## config.mk

```make
export PLATFORM = sky130hd
export DESIGN_NAME = mlp_layer_engine
export DESIGN_NICKNAME = d
export VERILOG_FILES = /design/src/rtl/mlp_layer_engine.sv
export SDC_FILE = /design/constraint.sdc
export NUM_CORES = 2
export LEC_CHECK = 0
export ABC_CLOCK_PERIOD_IN_PS = 8150
export BUFFER_PORTS_ARGS = -buffer_cell sky130_fd_sc_hd__buf_2
export CORE_MARGIN = 5
export CORE_UTILIZATION = 55
export CTS_CLUSTER_SIZE = 16
export DETAILED_ROUTE_END_ITERATION = 10
export MAX_ROUTING_LAYER = met4
export PLACE_DENSITY = 0.73
export SLEW_MARGIN = 30
export SYNTH_ARGS = -nofsm -noshare
export SYNTH_HDL_FRONTEND = slang
export SYNTH_SLANG_ARGS = --single-unit
```

## constraint.sdc

```tcl
create_clock -name clk -period 8.15 [get_ports clk]
set_clock_uncertainty 0.15 [all_clocks]
set_input_delay 0.4075 -clock clk [delete_from_list [all_inputs] [get_ports clk]]
set_output_delay 0.4075 -clock clk [all_outputs]
set_load 0.005 [all_outputs]
```

## src/rtl/mlp_layer_engine.sv

```systemverilog
// Fully-connected layer engine: NPAR neurons accumulate n_in beats of
// in_data*w_data on top of a bias, then saturate/ReLU into out_data.
// Ports: start/n_in/relu_en/bias begin a pass; in_valid/in_ready carry the
// input beats (in_data, w_data); out_valid/out_ready return out_data and
// argmax; busy is high outside IDLE; err pulses on a rejected start.
// Optional macro MLP_ARGMAX_EN builds the argmax comparator tree.
module mlp_layer_engine #(
  parameter int DW      = 8,
  parameter int NPAR    = 10,
  parameter int NIN_MAX = 62,
  parameter int ACCW    = 24
) (
  input  logic                 clk,
  input  logic                 rst,
  input  logic                 start,
  input  logic [15:0]          n_in,
  input  logic                 relu_en,
  input  logic [NPAR*DW-1:0]   bias,
  input  logic                 in_valid,
  output logic                 in_ready,
  input  logic [DW-1:0]        in_data,
  input  logic [NPAR*DW-1:0]   w_data,
  output logic                 out_valid,
  input  logic                 out_ready,
  output logic [NPAR*DW-1:0]   out_data,
  output logic [7:0]           argmax,
  output logic                 busy,
  output logic                 err
);

  localparam int ACCW_MIN = 2*DW + $clog2(NIN_MAX+1) + 1;

  if (ACCW < ACCW_MIN) begin : g_accw_chk
    $error("mlp_layer_engine: ACCW too small");
  end

  localparam logic signed [ACCW-1:0] SAT_HI =
    {{(ACCW-DW+1){1'b0}}, {(DW-1){1'b1}}};
  localparam logic signed [ACCW-1:0] SAT_LO =
    {{(ACCW-DW+1){1'b1}}, {(DW-1){1'b0}}};

  typedef enum logic [1:0] {
    S_IDLE, S_ACC, S_ACT, S_DONE
  } state_t;

  state_t              state_q, state_d;
  logic [15:0]         cnt_q, cnt_d;
  logic [15:0]         nin_q, nin_d;
  logic                relu_q, relu_d;
  logic                err_q, err_d;
  logic [NPAR*DW-1:0]  out_q, out_d;
  logic signed [ACCW-1:0] acc_q [NPAR];
  logic signed [ACCW-1:0] acc_d [NPAR];
  logic signed [ACCW-1:0] prod  [NPAR];
  logic signed [ACCW-1:0] bext  [NPAR];
  logic [NPAR*DW-1:0]  act_pk;

`ifdef MLP_ARGMAX_EN
  logic signed [DW-1:0] act [NPAR];
  logic [7:0]           amax_q, amax_d, amax_c;
`endif

  for (genvar k = 0; k < NPAR; k++) begin : g_n
    logic signed [DW-1:0]   w_k, b_k, a_k;
    logic signed [2*DW-1:0] p_k;
    logic signed [ACCW-1:0] r_k;

    assign w_k = w_data[k*DW +: DW];
    assign b_k = bias[k*DW +: DW];
    assign p_k = $signed(in_data) * w_k;
    assign prod[k] = {{(ACCW-2*DW){p_k[2*DW-1]}}, p_k};
    // Bias is Q1.(DW-1); products are Q2.(2DW-2), so align by DW-1.
    assign bext[k] = {{(ACCW-DW){b_k[DW-1]}}, b_k} <<< (DW-1);
    assign r_k = acc_q[k] >>> (DW-1);

    always_comb begin
      a_k = r_k[DW-1:0];
      if (r_k > SAT_HI) a_k = SAT_HI[DW-1:0];
      if (r_k < SAT_LO) a_k = SAT_LO[DW-1:0];
      if (relu_q && r_k < 0) a_k = '0;
    end

    assign act_pk[k*DW +: DW] = a_k;
`ifdef MLP_ARGMAX_EN
    assign act[k] = a_k;
`endif
  end

`ifdef MLP_ARGMAX_EN
  // Strict greater-than keeps the lowest index on ties.
  always_comb begin
    logic signed [DW-1:0] best;
    best   = act[0];
    amax_c = '0;
    for (int k = 1; k < NPAR; k++) begin
      if (act[k] > best) begin
        best   = act[k];
        amax_c = 8'(k);
      end
    end
  end
`endif

  always_comb begin
    state_d = state_q;
    cnt_d   = cnt_q;
    nin_d   = nin_q;
    relu_d  = relu_q;
    err_d   = 1'b0;
    out_d   = out_q;
    acc_d   = acc_q;
`ifdef MLP_ARGMAX_EN
    amax_d  = amax_q;
`endif
    unique case (state_q)
      S_IDLE: begin
        if (start) begin
          if (n_in == 16'd0 || n_in > 16'(NIN_MAX)) begin
            err_d = 1'b1;
          end else begin
            nin_d   = n_in;
            relu_d  = relu_en;
            cnt_d   = '0;
            acc_d   = bext;
            state_d = S_ACC;
          end
        end
      end
      S_ACC: begin
        if (in_valid) begin
          for (int k = 0; k < NPAR; k++)
            acc_d[k] = acc_q[k] + prod[k];
          cnt_d = cnt_q + 16'd1;
          if (cnt_d == nin_q) state_d = S_ACT;
        end
      end
      S_ACT: begin
        out_d   = act_pk;
`ifdef MLP_ARGMAX_EN
        amax_d  = amax_c;
`endif
        state_d = S_DONE;
      end
      S_DONE: begin
        if (out_ready) state_d = S_IDLE;
      end
      default: state_d = S_IDLE;
    endcase
  end

  always_ff @(posedge clk) begin
    if (rst) begin
      state_q <= S_IDLE;
      cnt_q   <= '0;
      nin_q   <= '0;
      relu_q  <= 1'b0;
      err_q   <= 1'b0;
      out_q   <= '0;
      for (int k = 0; k < NPAR; k++) acc_q[k] <= '0;
    end else begin
      state_q <= state_d;
      cnt_q   <= cnt_d;
      nin_q   <= nin_d;
      relu_q  <= relu_d;
      err_q   <= err_d;
      out_q   <= out_d;
      for (int k = 0; k < NPAR; k++) acc_q[k] <= acc_d[k];
    end
  end

`ifdef MLP_ARGMAX_EN
  always_ff @(posedge clk) begin
    if (rst) amax_q <= '0;
    else     amax_q <= amax_d;
  end
  assign argmax = rst ? 8'd0 : amax_q;
`else
  assign argmax = 8'd0;
`endif

  // Outputs are forced low for the whole time rst is held.
  assign in_ready  = !rst && (state_q == S_ACC);
  assign out_valid = !rst && (state_q == S_DONE);
  assign busy      = !rst && (state_q != S_IDLE);
  assign err       = !rst && err_q;
  assign out_data  = rst ? '0 : out_q;

endmodule

```

# --- Word-level counts from Yosys, hierarchy flattened ---
# Index checks and enable logic that the tools add are counted.
word_totals:
  reg_bits: 356
  inputBits: 190
  wordCells: 150
  out_inout_bits: 92
classes:
  muxes: 46
  multipliers: 10
  n_addsub: 11
  reduce_logical: 24
  n_bitwise: 3
  n_lt_le_gt_ge: 31
  n_eq_ne: 9
op_table:
  columns: ["op", "n"]
  rows:
  - ["$mux W240", 3]
  - ["$pmux W240 S2", 1]
  - ["$add A24 B16 Y24", 10]
  - ["$mux W8", 30]
  - ["$gt A17 B8 Y1 const B", 10]
  - ["$lt A17 B1 Y1 const B", 10]
  - ["$lt A17 B8 Y1 const B", 10]
  - ["$mul A8 B8 Y16", 10]
  - ["$mux W80", 1]
  - ["$mux W16", 3]
  - ["$pmux W16 S2", 1]
  - ["$add A16 B1 Y16 const B", 1]
  - ["$eq A16 B16 Y1", 1]
  - ["$gt A16 B6 Y1 const B", 1]
  - ["$logic_not A16 Y1", 1]
  - ["$logic_and A1 B1 Y1", 14]
  - ["$mux W2", 5]
  - ["$ne A2 B2 Y1 const B", 5]
  - ["$pmux W2 S4", 1]
  - ["$reduce_and A5 Y1", 1]
  - ["$eq A2 B2 Y1 const B", 2]
  - ["$reduce_and A4 Y1", 1]
  - ["$reduce_bool A2 Y1", 2]
  - ["$not A1 Y1", 3]
  - ["other kinds (7)", 7]

# --- Logic depth before layout (Yosys ltp) ---
logic_depth:
  ltp_word: 5
  ltp_mapped: 23
  ltp_nobuf: 21

# --- Worst setup path after synthesis ---
# Ideal clock, no wire load.
synth_timing:
  kind: "input to register"
  from: "input in_data[7]"
  to: "register acc_q[117] in the netlist's numbering"
  required_time_ns: 7.921
  setup_time_ns: 0.079
  arrival_time_ns: 6.119
  n_path_buf: 1
  path_stages: 19
  slack_ns: 1.802
  cell_sequence: "clkbuf_1 and2_1 inv_1 fa_1 inv_1 fa_1 fa_1 fa_1 fa_1 ha_1 o21ai_1 o21bai_1 a2111oi_0 o31ai_1 and4_1 o21ai_1 a21boi_1 or4_1 o211ai_1"
synth_between:
  elab_chain_len: 4
synth_rtl:
  columns: ["element", "line_no", "text"]
  rows:
  - ["start, declared", "21", "input logic [DW-1:0] in_data,"]
  - ["$mul A8 B8 Y16", "70", "assign p_k = $signed(in_data) * w_k;"]
  - ["$add A24 B16 Y24", "132", "acc_d[k] = acc_q[k] + prod[k];"]
  - ["$mux W240", "130", "if (in_valid) begin"]
  - ["$pmux W240 S2", "115", "unique case (state_q)"]
  - ["end, declared", "52", "logic signed [ACCW-1:0] acc_q [NPAR];"]
# Every way passes these cells. The select of a mux whose other input is x is not followed.
# A chain may end at the register's enable or synchronous reset.

# --- Final worst setup path ---
layout_timing:
  from: "input in_data[7]"
  to: "register acc_q[167] in the netlist's numbering"
# The elaborated chain is that of the path after synthesis.

==> impl_metrics.yaml <==
floorplan:
  num_io_pins: 282
  start_util_pct: 55.4
  die_w_um: 328
  die_y_um: 328
  core_area_um2: 100000
  die_area_um2: 107000
  fp-row-count: 116
detailed_routing:
  vias: 42633
  wl_um: 147000
  initialDrtViolationCount: 3088
  wl_per_cell_um: 19.5
  drtPass1Iterations: 5
  routed_via_density: 5.65
  ant_nets: 0
  remaining_drc_errors: 0
yosys:
  synth_edf_count: 0
  synth_xor_xnor_area_share_pct: 3.85
  synth-simple-area-share_pct: 14.9
  yosysMostFrequentCell: "fa_1"
  yosys.area.top_type: "fa_1"
  synthAdderAreaFrac_pct: 49.8
  synth_top_family_by_area: "adder cells"
  synth_seq_area_share_pct: 12.9
  synth-async-reset-ratio_pct: 0
  ys_top_cells_by_area: "fa_1 38%, dfxtp_1 13%, ha_1 12%, inv_1 6.3%, and2_1 3.7%"
  ys_top_cells_by_count: "1040 x fa_1, 925 x inv_1, 545 x ha_1"
  syn_area_um2: 55500
  synth_top_area_share_pct: 37.5
  synthMuxAreaShare_pct: 0.384
  yosys_most_used_dff: "dfxtp_1"
  yosysWarnings: 0
  synth_cell_types: 74
  synth_compound_area_share_pct: 10.1
  synth-seq-cells: 356
  synth.avg_cell_area_um2: 9.27
  synthCells: 5983
clock_network:
  cts-resized-gates: 0
  cts-root-buf: "clkbuf_16"
  clock_sinks: 356
  cts_buffers: 47
  clk_pin_slew_ps: 60
  cts_tree: "built"
  h-tree-depth: 2
  cts_max_path_buffers: 3
  clock_latency_ps: 640
setup_path:
  cp-start-kind: "input pin"
  cp.required_ps: 8550
  crit_top_cell: "fa_1"
  criticalPathCategory: "in -> reg"
  critPathMaxFanout: 36
  worstPathArrival_ps: 6850
  path_cells: "buf_4, buf_4, buf_4, and2_1, fa_1, fa_1, fa_1, fa_1, ha_1, ha_1, a2111oi_0, nand3b_1, a211oi_1, a211o_1, a21oi_1, a21oi_1, nand4b_1, a311oi_1"
  slowest_delay_ps: 780
  endpoint_kind: "register"
  cp_slowest_cell: "and2_1"
power_and_ir_drop:
  p_seq_share_pct: 9.7
  clkPwrFrac_pct: 12.4
  power_leakage_nw: 28.8
  ir_drop_mv: 0.199
  internal_power_w: 0.00961
  p_comb_share_pct: 77.9
  p_total_w: 0.0189
  power_density_nw_per_um2: 313
  swShare_pct: 49.0
  p_switching_w: 0.00924
timing:
  min_period_ps: 6450
  rsz0062_at_grt: "no"
  final-hold-violation-count: 0
  worstMarginPinSlew_ps: 1070
  setup_viol: 0
  slew_viol_final: 0
  tns_ps: 0
  max_slew_margin_pct: 28.7
  fin_crit_sh_pct: 79.2
  fmax_mhz: 155
global_route:
  antenna_found_initial: 30
  grt-ovfl-total: 0
  grt_max_degree: 162
  grt_usage_pct: 28.7
  grt_pass1_wl_um: 239000
  grt_pass1_vias: 45036
final_layout:
  drive_gt1_share_pct: 7.10
  syn_to_final_growth_pct: 8.78
  fin_nets: 7954
  final_util_pct: 60.2
place:
  gp_congestion: 0.929
  io_buffers: 273
  dp_hpwl_um: 113000
flow_run:
  maxCapViolations: 0
run_status:
  status: "finished, final reports clean"
hold_path:
  min_path_type: "in -> reg"
==> cell usage in the layout (no fill, tap or decap), types with 22 or more instances in the layout <==
cell type / n
fa_1: 1040
a21oi_1: 396
dlygate4sd3_1: 48
nor2_1: 442
diode_2: 26
nand3_1: 95
and2_1: 331
inv_1: 925
nor2b_1: 105
a211oi_1: 59
o21a_1: 28
dfxtp_1: 355
a31oi_1: 40
o21ai_0: 103
nand4_1: 23
o2bb2ai_1: 70
xor2_1: 64
a21o_1: 33
nor3_1: 105
o21bai_1: 24
buf_4: 56
clkbuf_16: 48
ha_1: 544
buf_2: 264
xnor2_1: 180
nand2b_1: 36
nand2_1: 448
and3_1: 22
==> cell families after synthesis <==
family                   count (synthesis)
AND/OR/NAND/NOR                       1703
adder cells (fa/ha/maj)               1585
buffers and inverters                 1171
AO/OA/AOI/OAI                          902
flip-flops                             356
XOR/XNOR                               244
multiplexers                            21
other                                    1
==> critical path: cells and delay by family <==
kind,cells,cell delay [ps]
adders and majority gates,6,2720
AOI/OAI and AO/OA,6,1650
buffers and inverters,3,980
and+or+nand+nor,3,1030
==> layout make-up <==
type / instances / area [um2]
Clock inverter: 22 / 344
Clock buffer: 63 / 1340
Multi-Input combinational cell: 4463 / 44000
Fill cell: 8647 / 39800
Tap cell: 1298 / 1620
Sequential cell: 356 / 7130
Antenna cell: 26 / 65.1
Inverter: 938 / 3520
Timing Repair Buffer: 373 / 2300
==> final timing paths <==
kind	endpoint	from	slack, ps	cells past startpoint
worst min-delay path	acc_q[37]	bias[70]	30	5
worst min register to register	acc_q[174]	acc_q[174]	310	2
worst max-delay path	acc_q[167]	in_data[7]	1700	18
worst max register to register	acc_q[117]	acc_q[102]	2000	19
==> power groups by stage <==
stage	Sequential (W)	Combinational (W)	Clock [W]
final	0.00183	0.0147	0.00234
after global routing	0.00183	0.0166	0.00244
after CTS	0.00183	0.0146	0.00238
after detailed placement	0.00187	0.0144	0
after global placement	0.00186	0.0141	0
after floorplan	0.00185	0.0114	0
==> layer usage <==
layer | GRT usage (%) | vias up | share of wire, %
met3 | 6.28 | 341 | 8.0
met2 | 46.5 | 1383 | 48
met4 | 11.0 | 0 | 4.5
met1 | 35.5 | 21337 | 40
met5 | - | - | 0
li1 | - | 19572 | -
==> registers in the layout (all words and copies together) (netlist names) <==
signal / flops
acc_q: 240
cnt_q: 16
err_q: 1
nin_q: 16
out_q: 80
relu_q: 1
state_q: 2
==> stage by stage <==
| step | cells | instance area, um2 | setup slack [ps] | hold WS (ps) |
|---|---|---|---|---|
| after floorplan | 5990 | 55500 | 1800 | 282 |
| after global placement | 7378 | 58100 | 1380 | 292 |
| after detailed placement | 7378 | 58100 | 1230 | 298 |
| after CTS | 7511 | 60200 | 1900 | 1.28 |
| after global routing | 7536 | 60300 | 1450 | 52.8 |
| final | 7539 | 60300 | 1700 | 30.1 |
==> timing repair <==
action	in CTS	in global routing
setup buffers	0	0
hold endpoints to repair	62	0
hold buffers	48	0
Power figures use the tool's default switching activity.
